**config.mk**
```make
export PLATFORM = sky130hd
export DESIGN_NAME = inst_fetch
export DESIGN_NICKNAME = d
export VERILOG_FILES = /design/src/rtl/inst_fetch.sv
export SDC_FILE = /design/constraint.sdc
export NUM_CORES = 1
export LEC_CHECK = 0
export ABC_AREA = 1
export BUFFER_PORTS_ARGS = -buffer_cell sky130_fd_sc_hd__buf_2
export CORE_UTILIZATION = 30
export DETAILED_ROUTE_END_ITERATION = 10
export HOLD_SLACK_MARGIN = 0.03
export PLACE_DENSITY = 0.54
export SLEW_MARGIN = 20
export SYNTH_ARGS = -nofsm -noshare
export SYNTH_HDL_FRONTEND = slang
export SYNTH_SLANG_ARGS = --single-unit
export TNS_END_PERCENT = 5
```
**constraint.sdc**
```tcl
create_clock -name clk -period 1.9 [get_ports clk]
set_clock_uncertainty 0.15 [all_clocks]
set_input_delay 0.285 -clock clk [delete_from_list [all_inputs] [get_ports clk]]
set_output_delay 0.285 -clock clk [all_outputs]
set_load 0.01 [all_outputs]
```
**src/rtl/inst_fetch.sv**
```systemverilog
// Instruction fetch/issue: walks a PC through a synchronous-read instruction
// memory and presents one instruction per cycle to decode, honouring stall and HALT.
module inst_fetch #(
   parameter int IMEM_AW = 8,
   parameter int INST_W  = 16
) (
   input  logic               clk,
   input  logic               rst_n,
   input  logic               start,
   input  logic               stall,
   output logic [IMEM_AW-1:0] imem_addr,
   output logic               imem_en,
   input  logic [INST_W-1:0]  imem_rdata,
   output logic [INST_W-1:0]  inst,
   output logic               inst_valid,
   output logic [IMEM_AW-1:0] inst_pc,
   output logic               halted
);

   localparam logic [3:0] OP_HALT = 4'hF;

   typedef enum logic [1:0] {
      S_IDLE,
      S_FETCH0,
      S_RUN,
      S_HALT
   } state_t;

   state_t             state_q, state_d;
   logic [IMEM_AW-1:0] fptr_q, fptr_d;
   logic [INST_W-1:0]  inst_q, inst_d;
   logic [IMEM_AW-1:0] inst_pc_q, inst_pc_d;
   logic               inst_valid_q, inst_valid_d;
   logic               halted_q, halted_d;
   logic [3:0]         rdata_op;

   assign rdata_op = imem_rdata[INST_W-1 -: 4];

   always_comb begin
      state_d      = state_q;
      fptr_d       = fptr_q;
      inst_d       = inst_q;
      inst_pc_d    = inst_pc_q;
      inst_valid_d = inst_valid_q;
      halted_d     = halted_q;
      imem_en      = 1'b0;
      case (state_q)
         S_IDLE: begin
            fptr_d = '0;
            if (start) begin
               state_d = S_FETCH0;
            end
         end
         S_FETCH0: begin
            imem_en = 1'b1;
            fptr_d  = fptr_q + IMEM_AW'(1);
            state_d = S_RUN;
         end
         S_RUN: begin
            // While stalled the memory keeps its output, so the pending word survives.
            if (!stall) begin
               if (rdata_op == OP_HALT) begin
                  inst_valid_d = 1'b0;
                  halted_d     = 1'b1;
                  state_d      = S_HALT;
               end else begin
                  inst_d       = imem_rdata;
                  inst_pc_d    = fptr_q - IMEM_AW'(1);
                  inst_valid_d = 1'b1;
                  imem_en      = 1'b1;
                  fptr_d       = fptr_q + IMEM_AW'(1);
               end
            end
         end
         S_HALT: begin
            inst_valid_d = 1'b0;
            if (start) begin
               halted_d = 1'b0;
               fptr_d   = '0;
               state_d  = S_FETCH0;
            end
         end
         default: begin
            state_d = S_IDLE;
         end
      endcase
   end

   always_ff @(posedge clk or negedge rst_n) begin
      if (!rst_n) begin
         state_q      <= S_IDLE;
         fptr_q       <= '0;
         inst_q       <= '0;
         inst_pc_q    <= '0;
         inst_valid_q <= 1'b0;
         halted_q     <= 1'b0;
      end else begin
         state_q      <= state_d;
         fptr_q       <= fptr_d;
         inst_q       <= inst_d;
         inst_pc_q    <= inst_pc_d;
         inst_valid_q <= inst_valid_d;
         halted_q     <= halted_d;
      end
   end

   assign imem_addr  = fptr_q;
   assign inst       = inst_q;
   assign inst_pc    = inst_pc_q;
   assign inst_valid = inst_valid_q;
   assign halted     = halted_q;

endmodule

```
# [Word level (Yosys, flattened, before mapping)]
# Cells that the tools add are included.
[word_totals] reg_bits=36 word_cells=44
[classes] addsub=2 n_eq_ne=9 muxes=17 bitwise=2 n_reduce_logical=8
[ops] cell="8-bit one-hot mux with 4 select lines" count=1
[ops] cell="8-bit two-way mux" count=3
[ops] cell="3-bit AND reduction" count=3
[ops] cell="8-bit by 1-bit adder with 8-bit output (second input constant)" count=1
[ops] cell="2-bit != test (second input constant)" count=4
[ops] cell="8-bit by 1-bit subtractor with 8-bit output (second input constant)" count=1
[ops] cell="1-bit two-way mux" count=6
[ops] cell="2-bit two-way mux" count=3
[ops] cell="1-bit one-hot mux with 2 select lines" count=3
[ops] cell="2-bit one-hot mux with 3 select lines" count=1
[ops] cell="2-bit equality test (second input constant)" count=2
[ops] cell="4-bit equality test (second input constant)" count=1
[ops] cell="4-bit AND reduction" count=1
[ops] cell="2-bit by 1-bit equality test with 1-bit output (second input constant)" count=1
[ops] cell="2-bit zero test" count=1
[ops] cell="2-bit by 1-bit != test with 1-bit output (second input constant)" count=1
[ops] cell="1-bit inverter" count=2
[ops] cell="2-bit AND reduction" count=1
[ops] cell="2-bit nonzero test" count=1
[ops] cell="2-bit OR reduction" count=1

# [Longest topological paths before layout]
# Gate-level depths: netlist of the first run.
[depth] word_depth=4 depth_mapped=8

# [Least setup slack after synthesis of the first run]
# Ideal clock, no wire load.
[synth_timing] path_kind="register to register" from="register state_q[0]" to="register fptr_q[4], in the netlist imem_addr[4]" setup_ns=0.121 arrival_ns=1.277 t_required_ns=1.629 slack_ns=0.352 path_stages_with_launch=9 n_path_buf=0 synth_period_minus_slack_ns=1.548 cell_sequence="dfrtp_1 -> inv_1 -> ha_1 -> nand2_1 -> nand2_2 -> a21oi_4 -> inv_4 -> nand2_1 -> o21ai_1"
[synth_via] elab_chain_cells=3 word_cells_on_any_way=9 classes_between="6 x eq/ne; 1 x mux; 2 x reduce/logical"
[synth_lines] element="from (decl)" line_no="29" text="state_t state_q, state_d;"
[synth_lines] element="from (signal assigned)" line_no="98" text="state_q <= state_d;"
[synth_lines] element="2-bit equality test" line_no="47" text="case (state_q)"
[synth_lines] element="2-bit != test (no line)"
[synth_lines] element="3-bit AND reduction (no line)"
[synth_lines] element="to (signal assigned)" line_no="99" text="fptr_q <= fptr_d;"
[synth_lines] element="to (decl)" line_no="30" text="logic [IMEM_AW-1:0] fptr_q, fptr_d;"
# Parallel ways exist; a longest one is shown, timed or not.
# A chain may end at the register's enable or synchronous reset.

# [Final worst setup path of the first run]
[layout_timing] from="register state_q[0]" to="output port imem_en"
[layout_via] elab_chain_cells=2 word_cells_on_any_way=3 classes_between="2 x eq/ne; 1 x mux"
[layout_lines] element="2-bit equality test or 2-bit by 1-bit equality test with 1-bit output (tied branches)" line_no="47"
[layout_lines] element="1-bit one-hot mux with 2 select lines (*)" line_no="47"
[layout_lines] element="to (decl)" line_no="12" text="output logic imem_en,"
# Every way passes the cells marked *; elsewhere a longest branch is shown, timed or not.

==> results_dict.tcl, run 1 <==
set metrics [dict create \
    vias 1584 \
    die_width_um 78.77 \
    first_iter_violations 48 \
    synth_cells 224 \
    maxSlewViolCount 0 \
    synth_cell_type_count 22 \
    power_frac_seq_pct 36.4 \
    cts_sinks 36 \
    initial_core_util_pct 31.53 \
    synth_seq_cells 36 \
    internal-power_mw 2.090 \
    nFillCells 582 \
    fp.coreArea_um2 5608 \
    yosys.area.top_type "dfrtp_1" \
    final_common_cell "nand2_1" \
    viasPerCell 4.425 \
    arrival_ns 1.38 \
    powerDensity_nw_per_um2 1536 \
    fin_crit_sh_pct 95.48 \
    placed_cells 347 \
    port_buffers 54 \
    worst_pin_slew_ns 0.4280 \
    cp.required_ns 1.46 \
    dieArea_um2 6204 \
    crit_fanout 5 \
    cts_buffer_depth 2 \
    grt_pass1_vias 1453 \
    track_usage_pct 13.46 \
    drive_gt1_share_pct 26.92 \
    dr.pass1.iters 4 \
    synth_top_cell_area_share_pct 50.96 \
    cts_tree "built" \
    clkSlewWorstSetupHoldPaths_ns 0.07 \
    dp_hpwl_um 2981 \
    p_comb_share_pct 44.6 \
    gp_congestion 0.8881 \
    end_kind "primary output" \
    grt_pass1_wl_um 6423 \
    wl_per_cell_um 11.39 \
    post-route-drc-count 0 \
    path_class "reg -> out" \
    hold_path.class "in -> reg" \
    ant_nets 0 \
    synth_warnings 0 \
    nNetsFinal 310 \
    fin_setup_tns_ns 0 \
    cap_violations 0 \
    cp-start-kind "register" \
    p_sw_share_pct 39.86 \
    antenna_found_initial 0 \
    clkLatencyLatePin_ns 0.28 \
    grt_max_degree 21 \
    instances_no_fill 358 \
    finalHoldViolations 0 \
    cts.htree.levels 2 \
    num_rows 27 \
    cts-buffers-inserted 5 \
    vdd_drop_max_mv 0.4815 \
    root_buffer "clkbuf_8" \
    status "finished, final reports clean" \
    synth_nets 249 \
    avgSynthCellArea_um2 7.893 \
    setup_viol_count_final 0 \
    netlist_area_um2 1768 \
    n_antenna_cell 0 \
    rsz0062_at_grt "false" \
    p_leak_nw 1.261 \
    dieHeight_um 78.77 \
    ios 55 \
    switchingPower_mw 1.385 \
    ys_seq_area_share_pct 50.96 \
    globalRouteOverflowTotal 0 \
    area_growth_pct 27.95 \
    slew_headroom_pct 71.47 \
    synth_area_leaders "dfrtp_1, nand2_1, o21ai_0" \
    p_clk_share_pct 19.0 \
    fmaxAchievable_mhz 551.2 \
    final_cell_mix "nand2_1, buf_2, dfrtp_1, inv_1, o21ai_0" \
    period_minus_slack_ns 1.814 \
    wl_um 4079 \
]
-- worst paths after layout --
check	startpoint	to	slack, ns	cells after the start
max	state_q[0]$_DFFE_PN0P_	imem_en	0.09	6
min	imem_rdata[6]	inst[6]$_DFFE_PN0P_	0.04	3
max reg2reg	state_q[0]$_DFFE_PN0P_	imem_addr[3]$_DFFE_PN0P_	0.24	8
min reg2reg	inst_pc[7]$_DFFE_PN0P_	inst_pc[7]$_DFFE_PN0P_	0.32	2
max in group asynchronous	rst_n	inst_pc[2]$_DFFE_PN0P_	0.84	3
min in group asynchronous	rst_n	inst[7]$_DFFE_PN0P_	0.32	2
-- metal layers --
metal | wire length, µm | vias to the layer above | global-route usage (%)
met2 | 1785 | 46 | 22.09
met5 | 0 | - | 0
met3 | 251 | 4 | 3.448
met4 | 34 | 0 | 6.111
met1 | 2008 | 713 | 16.55
li1 | - | 821 | -
-- layout make-up --
class / count / area, µm² / area share, %
flip-flops and latches: 36 / 900.9 / 39.82
multi-input cells: 160 / 740.7 / 32.74
repair buffers: 62 / 345.3 / 15.27
well taps: 72 / 90.09 / 3.982
inverters: 20 / 77.57 / 3.429
clock buffers: 6 / 72.57 / 3.208
clock inverters: 2 / 35.03 / 1.549
-- through the flow --
step                      hold WS [ns]  worst slack (ns)  utilization (%)  total power, mW  instance area (µm²)
final                          0.04403           0.08582            40.34            3.475                 2262
after global routing           0.04180          0.007587            40.34            3.775                 2262
after CTS                      0.03975           0.05450            40.07            3.504                 2247
after detailed placement       0.09920            0.1907            37.93            2.807                 2127
after global placement          0.1042            0.2379            37.93            2.794                 2127
after floorplan                -0.1606            0.3525                -            2.234                 1768
-- power groups by stage --
stage | Clock, mW | Combinational (mW) | Sequential (mW)
3_5_place_dp | 0 | 1.52 | 1.29
2_1_floorplan | 0 | 0.843 | 1.39
3_3_place_gp | 0 | 1.52 | 1.27
4_1_cts | 0.687 | 1.54 | 1.27
5_1_grt | 0.713 | 1.76 | 1.31
6_report | 0.659 | 1.55 | 1.27
-- cells by family (layout without fill, tap and decap cells) --
kind of cell             count (synthesis)  in the layout  synth area share (%)
adder cells (fa/ha/maj)                  5              5                 3.539
AO/OA/AOI/OAI                           23             23                 7.431
flip-flops                              36             36                 50.96
XOR/XNOR                                 1              1                0.4955
buffers and inverters                   28             90                 7.289
AND/OR/NAND/NOR                        131            131                 30.29
-- state kept, by name (all words and copies together), names as in the netlist --
signal      cells
halted          1
imem_addr       8
inst           16
inst_pc         8
inst_valid      1
state_q         2
-- synth_stat cells --
| master | instances |
|---|---|
| nand2_1 | 97 |
| dfrtp_1 | 36 |
| inv_1 | 18 |
| o21ai_0 | 16 |
| nand3_1 | 15 |
| nor2_1 | 11 |
| buf_2 | 5 |
| ha_1 | 5 |
| nand4_1 | 3 |
| o21ai_1 | 3 |
| buf_6 | 2 |
| nand2_2 | 2 |
| nor2_2 | 2 |
| a21oi_1 | 1 |
| a21oi_4 | 1 |
| clkbuf_1 | 1 |
| inv_2 | 1 |
| inv_4 | 1 |
| nor2_4 | 1 |
| o211ai_1 | 1 |
| o21a_1 | 1 |
| xor2_1 | 1 |
-- critical path, cell delays in order (launching register included) --
cell and delay (ns):
dfrtp_1 0.38, inv_1 0.06, ha_2 0.22, nand2_2 0.11, inv_2 0.04, o21a_1 0.15, buf_2 0.13
-- repair_timing --
action                     CTS  global route
hold endpoints to repair    17             0
setup buffers                0             2
pin swaps                    0             0
cloned                       0             0
resized for setup            1             0
setup endpoints to repair    1             1
hold buffers                 1             0
Power figures use the tool's default switching activity.
==> run 2, diff against run 1 <==
Settings changed: CORE_UTILIZATION 30 to 25, PLACE_DENSITY 0.54 to 0.47.
==> run 2 against run 1 <==
Flip-flop and latch count stayed put. Sequential share of layout area is 0.66 points lower. First-iteration DRC count is 15% higher. Non-clock buffer count stayed put. Worst hold slack worse by 0.0042 ns. Critical path depth stayed put. Power is 0.94% lower. Clock power is 15% lower. Critical endpoint unchanged. Largest power group unchanged.
==> results_dict.tcl, run 2 (synthesis results as in run 1) <==
set metrics [dict create \
    powerDensity_nw_per_um2 1494 \
    dp_hpwl_um 2981 \
    globalRouteOverflowTotal 0 \
    slowest_delay_ns 0.37 \
    dieHeight_um 86.10 \
    n_antenna_cell 0 \
    status "finished, final reports clean" \
    antenna_found_initial 0 \
    dr.pass1.iters 4 \
    fin_area_um2 2303 \
    vdd_drop_max_mv 0.5825 \
    p_leak_nw 1.254 \
    post-route-drc-count 0 \
    hold_path.class "in -> reg" \
    crit_chain "inv_1 -> ha_4 -> nand2_8 -> inv_2 -> o21a_1 -> buf_2" \
    hold_end "inst[7]$_DFFE_PN0P_" \
    whs_ns 0.03987 \
    place_area_um2 2150 \
    grt_pass1_wl_um 7093 \
    die_width_um 86.10 \
    first_iter_violations 55 \
    gp_congestion 0.7802 \
    ff2ff_setup_slack_ns 0.17 \
    fin_crit_sh_pct 94.57 \
    root_buffer "clkbuf_8" \
    clkSlewWorstSetupHoldPaths_ns 0.07 \
    initial_core_util_pct 26.02 \
    path_class "reg -> out" \
    cts_buffer_depth 2 \
    rr_endpoint "imem_addr[5]$_DFFE_PN0P_" \
    fmaxAchievable_mhz 556.5 \
    slew_headroom_pct 72.85 \
    final_cell_mix "nand2_1, buf_2, dfrtp_1, inv_1, o21ai_0" \
    slowest_stage "dfrtp_1" \
    crit_fanout 10 \
    grt_max_degree 22 \
    rr_worst_depth 9 \
    nNetsFinal 310 \
    end_kind "primary output" \
    grt_pass1_vias 1524 \
    cts.htree.levels 2 \
    cts_tree "built" \
    rsz0062_at_grt "false" \
    period_minus_slack_ns 1.797 \
    vias 1594 \
    dieArea_um2 7412 \
    fin_setup_tns_ns 0 \
    hold_depth 3 \
    worst_pin_slew_ns 0.4073 \
    wl_um 4229 \
    largest_reg_flops 16 \
    arrival_ns 1.36 \
    port_buffers 54 \
    ios 55 \
    cts-buffers-inserted 5 \
    maxSlewViolCount 0 \
    cp.required_ns 1.46 \
    final_common_cell "nand2_1" \
    drive_gt1_share_pct 27.27 \
    crit-reg2reg-launch "state_q[0]$_DFFE_PN0P_" \
    finalHoldViolations 0 \
    cp-start-kind "register" \
    worst_hold_startpoint "imem_rdata[7]" \
    wl_per_cell_um 11.07 \
    cts_sinks 36 \
    num_rows 30 \
    nFillCells 753 \
    fp.coreArea_um2 6794 \
    track_usage_pct 12.44 \
    clkLatencyLatePin_ns 0.28 \
    viasPerCell 4.173 \
    cap_violations 0 \
    setup_viol_count_final 0 \
    ant_nets 0 \
    area_growth_pct 30.29 \
]
==> run 2: changes by cell type in the layout (fill, tap and decap cells not counted), sizes merged <==
cell,before,now
bufinv,1,0
clkinvlp,0,1
clkinv,1,0
clkbuf,6,7
==> run 2: how the worst max path moves through the flow <==
| stage | end | start | depth (start not counted) | slack, ns |
|---|---|---|---|---|
| 2_1_floorplan | imem_addr[4]$_DFFE_PN0P_ | state_q[0]$_DFFE_PN0P_ | 8 | 0.35 |
| 3_3_place_gp | imem_addr[5]$_DFFE_PN0P_ | state_q[0]$_DFFE_PN0P_ | 8 | 0.19 |
| 3_5_place_dp | imem_addr[5]$_DFFE_PN0P_ | state_q[0]$_DFFE_PN0P_ | 8 | 0.17 |
| 4_1_cts | imem_en | state_q[0]$_DFFE_PN0P_ | 6 | 0.003 |
| 5_1_grt | imem_en | state_q[0]$_DFFE_PN0P_ | 6 | 0.01 |
| 6_report | imem_en | state_q[0]$_DFFE_PN0P_ | 6 | 0.10 |
==> run 2: repair_timing <==
item | CTS | global route
hold buffers | 1 | 0
endpoints found under the setup margin | 1 | 1
endpoints found under the hold margin | 15 | 0
gates resized for setup | 2 | 3
setup buffers | 0 | 3
pin swaps | 0 | 0
==> run 2: routing by layer <==
| metal | part of all wire [%] | GRT usage [%] | vias to the layer above |
|---|---|---|---|
| li1 | - | - | 824 |
| met1 | 49 | 16.66 | 707 |
| met2 | 43 | 18.90 | 56 |
| met3 | 6.6 | 3.176 | 7 |
| met4 | 1.7 | 5.455 | 0 |
| met5 | 0 | 0 | - |
==> run 2: layout make-up <==
cell class	instances	area (µm²)	area share, %
Clock buffer	7	86.33	3.748
Clock inverter	1	7.507	0.3259
Inverter	20	77.57	3.368
Multi-Input combinational cell	160	764.5	33.19
Sequential cell	36	902.1	39.16
Tap cell	96	120.1	5.215
Timing Repair Buffer	62	345.3	14.99
==> run 2: stage by stage <==
stage	instances	power [mW]	util, %	worst slack [ns]
2_1_floorplan	224	2.234	-	0.3525
3_3_place_gp	370	2.807	31.64	0.1938
3_5_place_dp	370	2.805	31.64	0.1650
4_1_cts	379	3.412	33.28	0.002534
5_1_grt	382	3.787	33.90	0.01479
6_report	382	3.442	33.90	0.1031
==> run 2: power by group <==
group,internal (mW),leakage [nW],switching (mW)
registers,1.08,0.458,0.193
clock network,0.294,0.0445,0.269
logic,0.660,0.751,0.948
==> run 2: critical path, delay by kind of cell (launching register included) <==
family	cells	cell delay [ns]
buffers and inverters	3	0.25
AOI/OAI and AO/OA	1	0.16
DFF	1	0.37
and+or+nand+nor	1	0.09
adders and majority gates	1	0.19
==> run 3, diff against run 2 <==
Settings changed: ABC_AREA 1 to default.
==> run 3 against run 2 <==
Synthesized cell count decreased by 33%. Utilization decreased by 0.37 points. Highest routed layer unchanged. Clock power increased by 20%. Largest cell class unchanged. First-iteration DRC count increased by 7.3%. Register-to-register slack got worse by 0.05 ns. Cell area decreased by 1.1%. Sequential share of layout area increased by 0.38 points. Cell count decreased by 20%.
==> results_dict.tcl, run 3 <==
set metrics [dict create \
    status "finished, final reports clean" \
    synth_top_cell_area_share_pct 50.96 \
    cts.htree.levels 2 \
    grt_max_degree 37 \
    port_buffers 54 \
    post-route-drc-count 0 \
    finalHoldViolations 0 \
    hold_depth 2 \
    grt_pass1_vias 1238 \
    worst_hold_startpoint "imem_rdata[1]" \
    grt_pass1_wl_um 5982 \
    worst_pin_slew_ns 0.4790 \
    fin_setup_tns_ns 0 \
    final_cell_mix "buf_2, dfrtp_1, o21ai_0, nand2_1, mux2_4" \
    cts_tree "built" \
    placed_cells 295 \
    largest_reg_flops 16 \
    whs_ns 0.07360 \
    track_usage_pct 10.73 \
    async_flop_share_pct 100.0 \
    avgSynthCellArea_um2 11.79 \
    end_kind "primary output" \
    antenna_found_initial 0 \
    hold_path.class "in -> reg" \
    hold_end "inst[1]$_DFFE_PN0P_" \
    cts-buffers-inserted 5 \
    globalRouteOverflowTotal 0 \
    rr_endpoint "imem_addr[6]$_DFFE_PN0P_" \
    initial_core_util_pct 26.02 \
    rsz0062_at_grt "true" \
    dieHeight_um 86.10 \
    wl_um 3746 \
    dieArea_um2 7412 \
    place_area_um2 2126 \
    ios 55 \
    synth_edf_count 0 \
    drive_gt1_share_pct 44.76 \
    synth_seq_cells 36 \
    first_iter_violations 59 \
    fin_crit_sh_pct 96.25 \
    cts_buffer_depth 2 \
    cap_violations 0 \
    path_class "reg -> out" \
    ant_nets 0 \
    instances_no_fill 306 \
    crit-reg2reg-launch "state_q[0]$_DFFE_PN0P_" \
    root_buffer "clkbuf_8" \
    yosys.area.top_type "dfrtp_1" \
    netlist_area_um2 1768 \
    synth_warnings 0 \
    gp_congestion 0.7022 \
    setup_viol_count_final 0 \
    ys_seq_area_share_pct 50.96 \
    vdd_drop_max_mv 0.5135 \
    nFillCells 709 \
    ff2ff_setup_slack_ns 0.12 \
    arrival_ns 1.39 \
    cp.required_ns 1.46 \
    vias 1279 \
    slew_headroom_pct 68.07 \
    clkSlewWorstSetupHoldPaths_ns 0.08 \
    synth_cells 150 \
    setup_slack_ns 0.07125 \
    powerDensity_nw_per_um2 1576 \
    total_power_mw 3.590 \
    wl_per_cell_um 12.24 \
    synth_commonest_cells "dfrtp_1, o21ai_0, nand2_1, mux2_4, inv_1" \
    die_width_um 86.10 \
    num_rows 30 \
    dr.pass1.iters 4 \
    fp.coreArea_um2 6794 \
    synth.most_common_cell "dfrtp_1" \
    cp-start-kind "register" \
    nNetsFinal 234 \
    fmaxAchievable_mhz 546.8 \
    synth_nets 175 \
    rr_worst_depth 6 \
    maxSlewViolCount 0 \
    viasPerCell 4.180 \
    final_util_pct 33.54 \
    fin_area_um2 2278 \
    n_antenna_cell 0 \
    dp_hpwl_um 2684 \
    synth_ff_type "dfrtp_1" \
    crit_fanout 3 \
    synth_area_leaders "dfrtp_1, mux2_4, o21ai_0" \
    place_ws_ns 0.07123 \
    cts_sinks 36 \
    area_growth_pct 28.87 \
    clkLatencyLatePin_ns 0.29 \
    period_minus_slack_ns 1.829 \
    synth_cell_type_count 35 \
    p_leak_nw 1.151 \
    final_common_cell "buf_2" \
]
[run 3: power breakdown]
| part | leakage [nW] | switching, mW | internal [mW] |
|---|---|---|---|
| clock network | 0.0541 | 0.290 | 0.388 |
| registers | 0.449 | 0.204 | 1.08 |
| logic | 0.647 | 0.804 | 0.827 |
| total | 1.15 | 1.30 | 2.29 |
[run 3: layer usage]
| layer | up-vias | wire, µm | track usage (%) |
|---|---|---|---|
| met4 | 0 | 56 | 5.000 |
| met1 | 604 | 1782 | 13.31 |
| met3 | 4 | 165 | 2.984 |
| met2 | 28 | 1741 | 17.24 |
| li1 | 643 | - | - |
| met5 | - | 0 | 0 |
[run 3: cell type report]
| type | instances | area, µm² | share of cell area, % |
|---|---|---|---|
| flip-flops and latches | 36 | 900.9 | 39.54 |
| multi-input cells | 100 | 809.5 | 35.53 |
| repair buffers | 59 | 310.3 | 13.62 |
| well taps | 96 | 120.1 | 5.272 |
| clock buffers | 5 | 68.82 | 3.020 |
| clock inverters | 3 | 42.54 | 1.867 |
| inverters | 7 | 26.28 | 1.153 |
[run 3: kinds of logic after synthesis]
group | synth area share [%]
compound gates | 12.81
fa+ha+maj | 3.539
simple gates | 12.03
xor+xnor | 2.973
flops | 50.96
buf+inv | 4.175
mux | 13.52
[run 3: repair_timing]
action                                  4_1_cts  5_1_grt
hold buffers                                  1        0
buffers inserted                              1        1
pin swaps                                     0        2
endpoints found under the hold margin        36        0
endpoints found under the setup margin        1        3
resized for setup                             1        3
[run 3: how the worst max path moves through the flow]
stage	start	to	depth (start not counted)
after detailed placement	state_q[0]$_DFFE_PN0P_	inst[10]$_DFFE_PN0P_	5
after floorplan	state_q[0]$_DFFE_PN0P_	inst[0]$_DFFE_PN0P_	6
after CTS	state_q[0]$_DFFE_PN0P_	imem_en	6
final	state_q[0]$_DFFE_PN0P_	imem_en	6
after global placement	state_q[0]$_DFFE_PN0P_	inst[9]$_DFFE_PN0P_	5
after global routing	state_q[0]$_DFFE_PN0P_	imem_en	6
[run 3: critical path, cell delays in order, from the launching register on]
cell	delay (ns)
dfrtp_1	0.41
inv_2	0.09
ha_4	0.13
nor2b_4	0.17
a21oi_2	0.06
nor2_1	0.11
buf_2	0.14
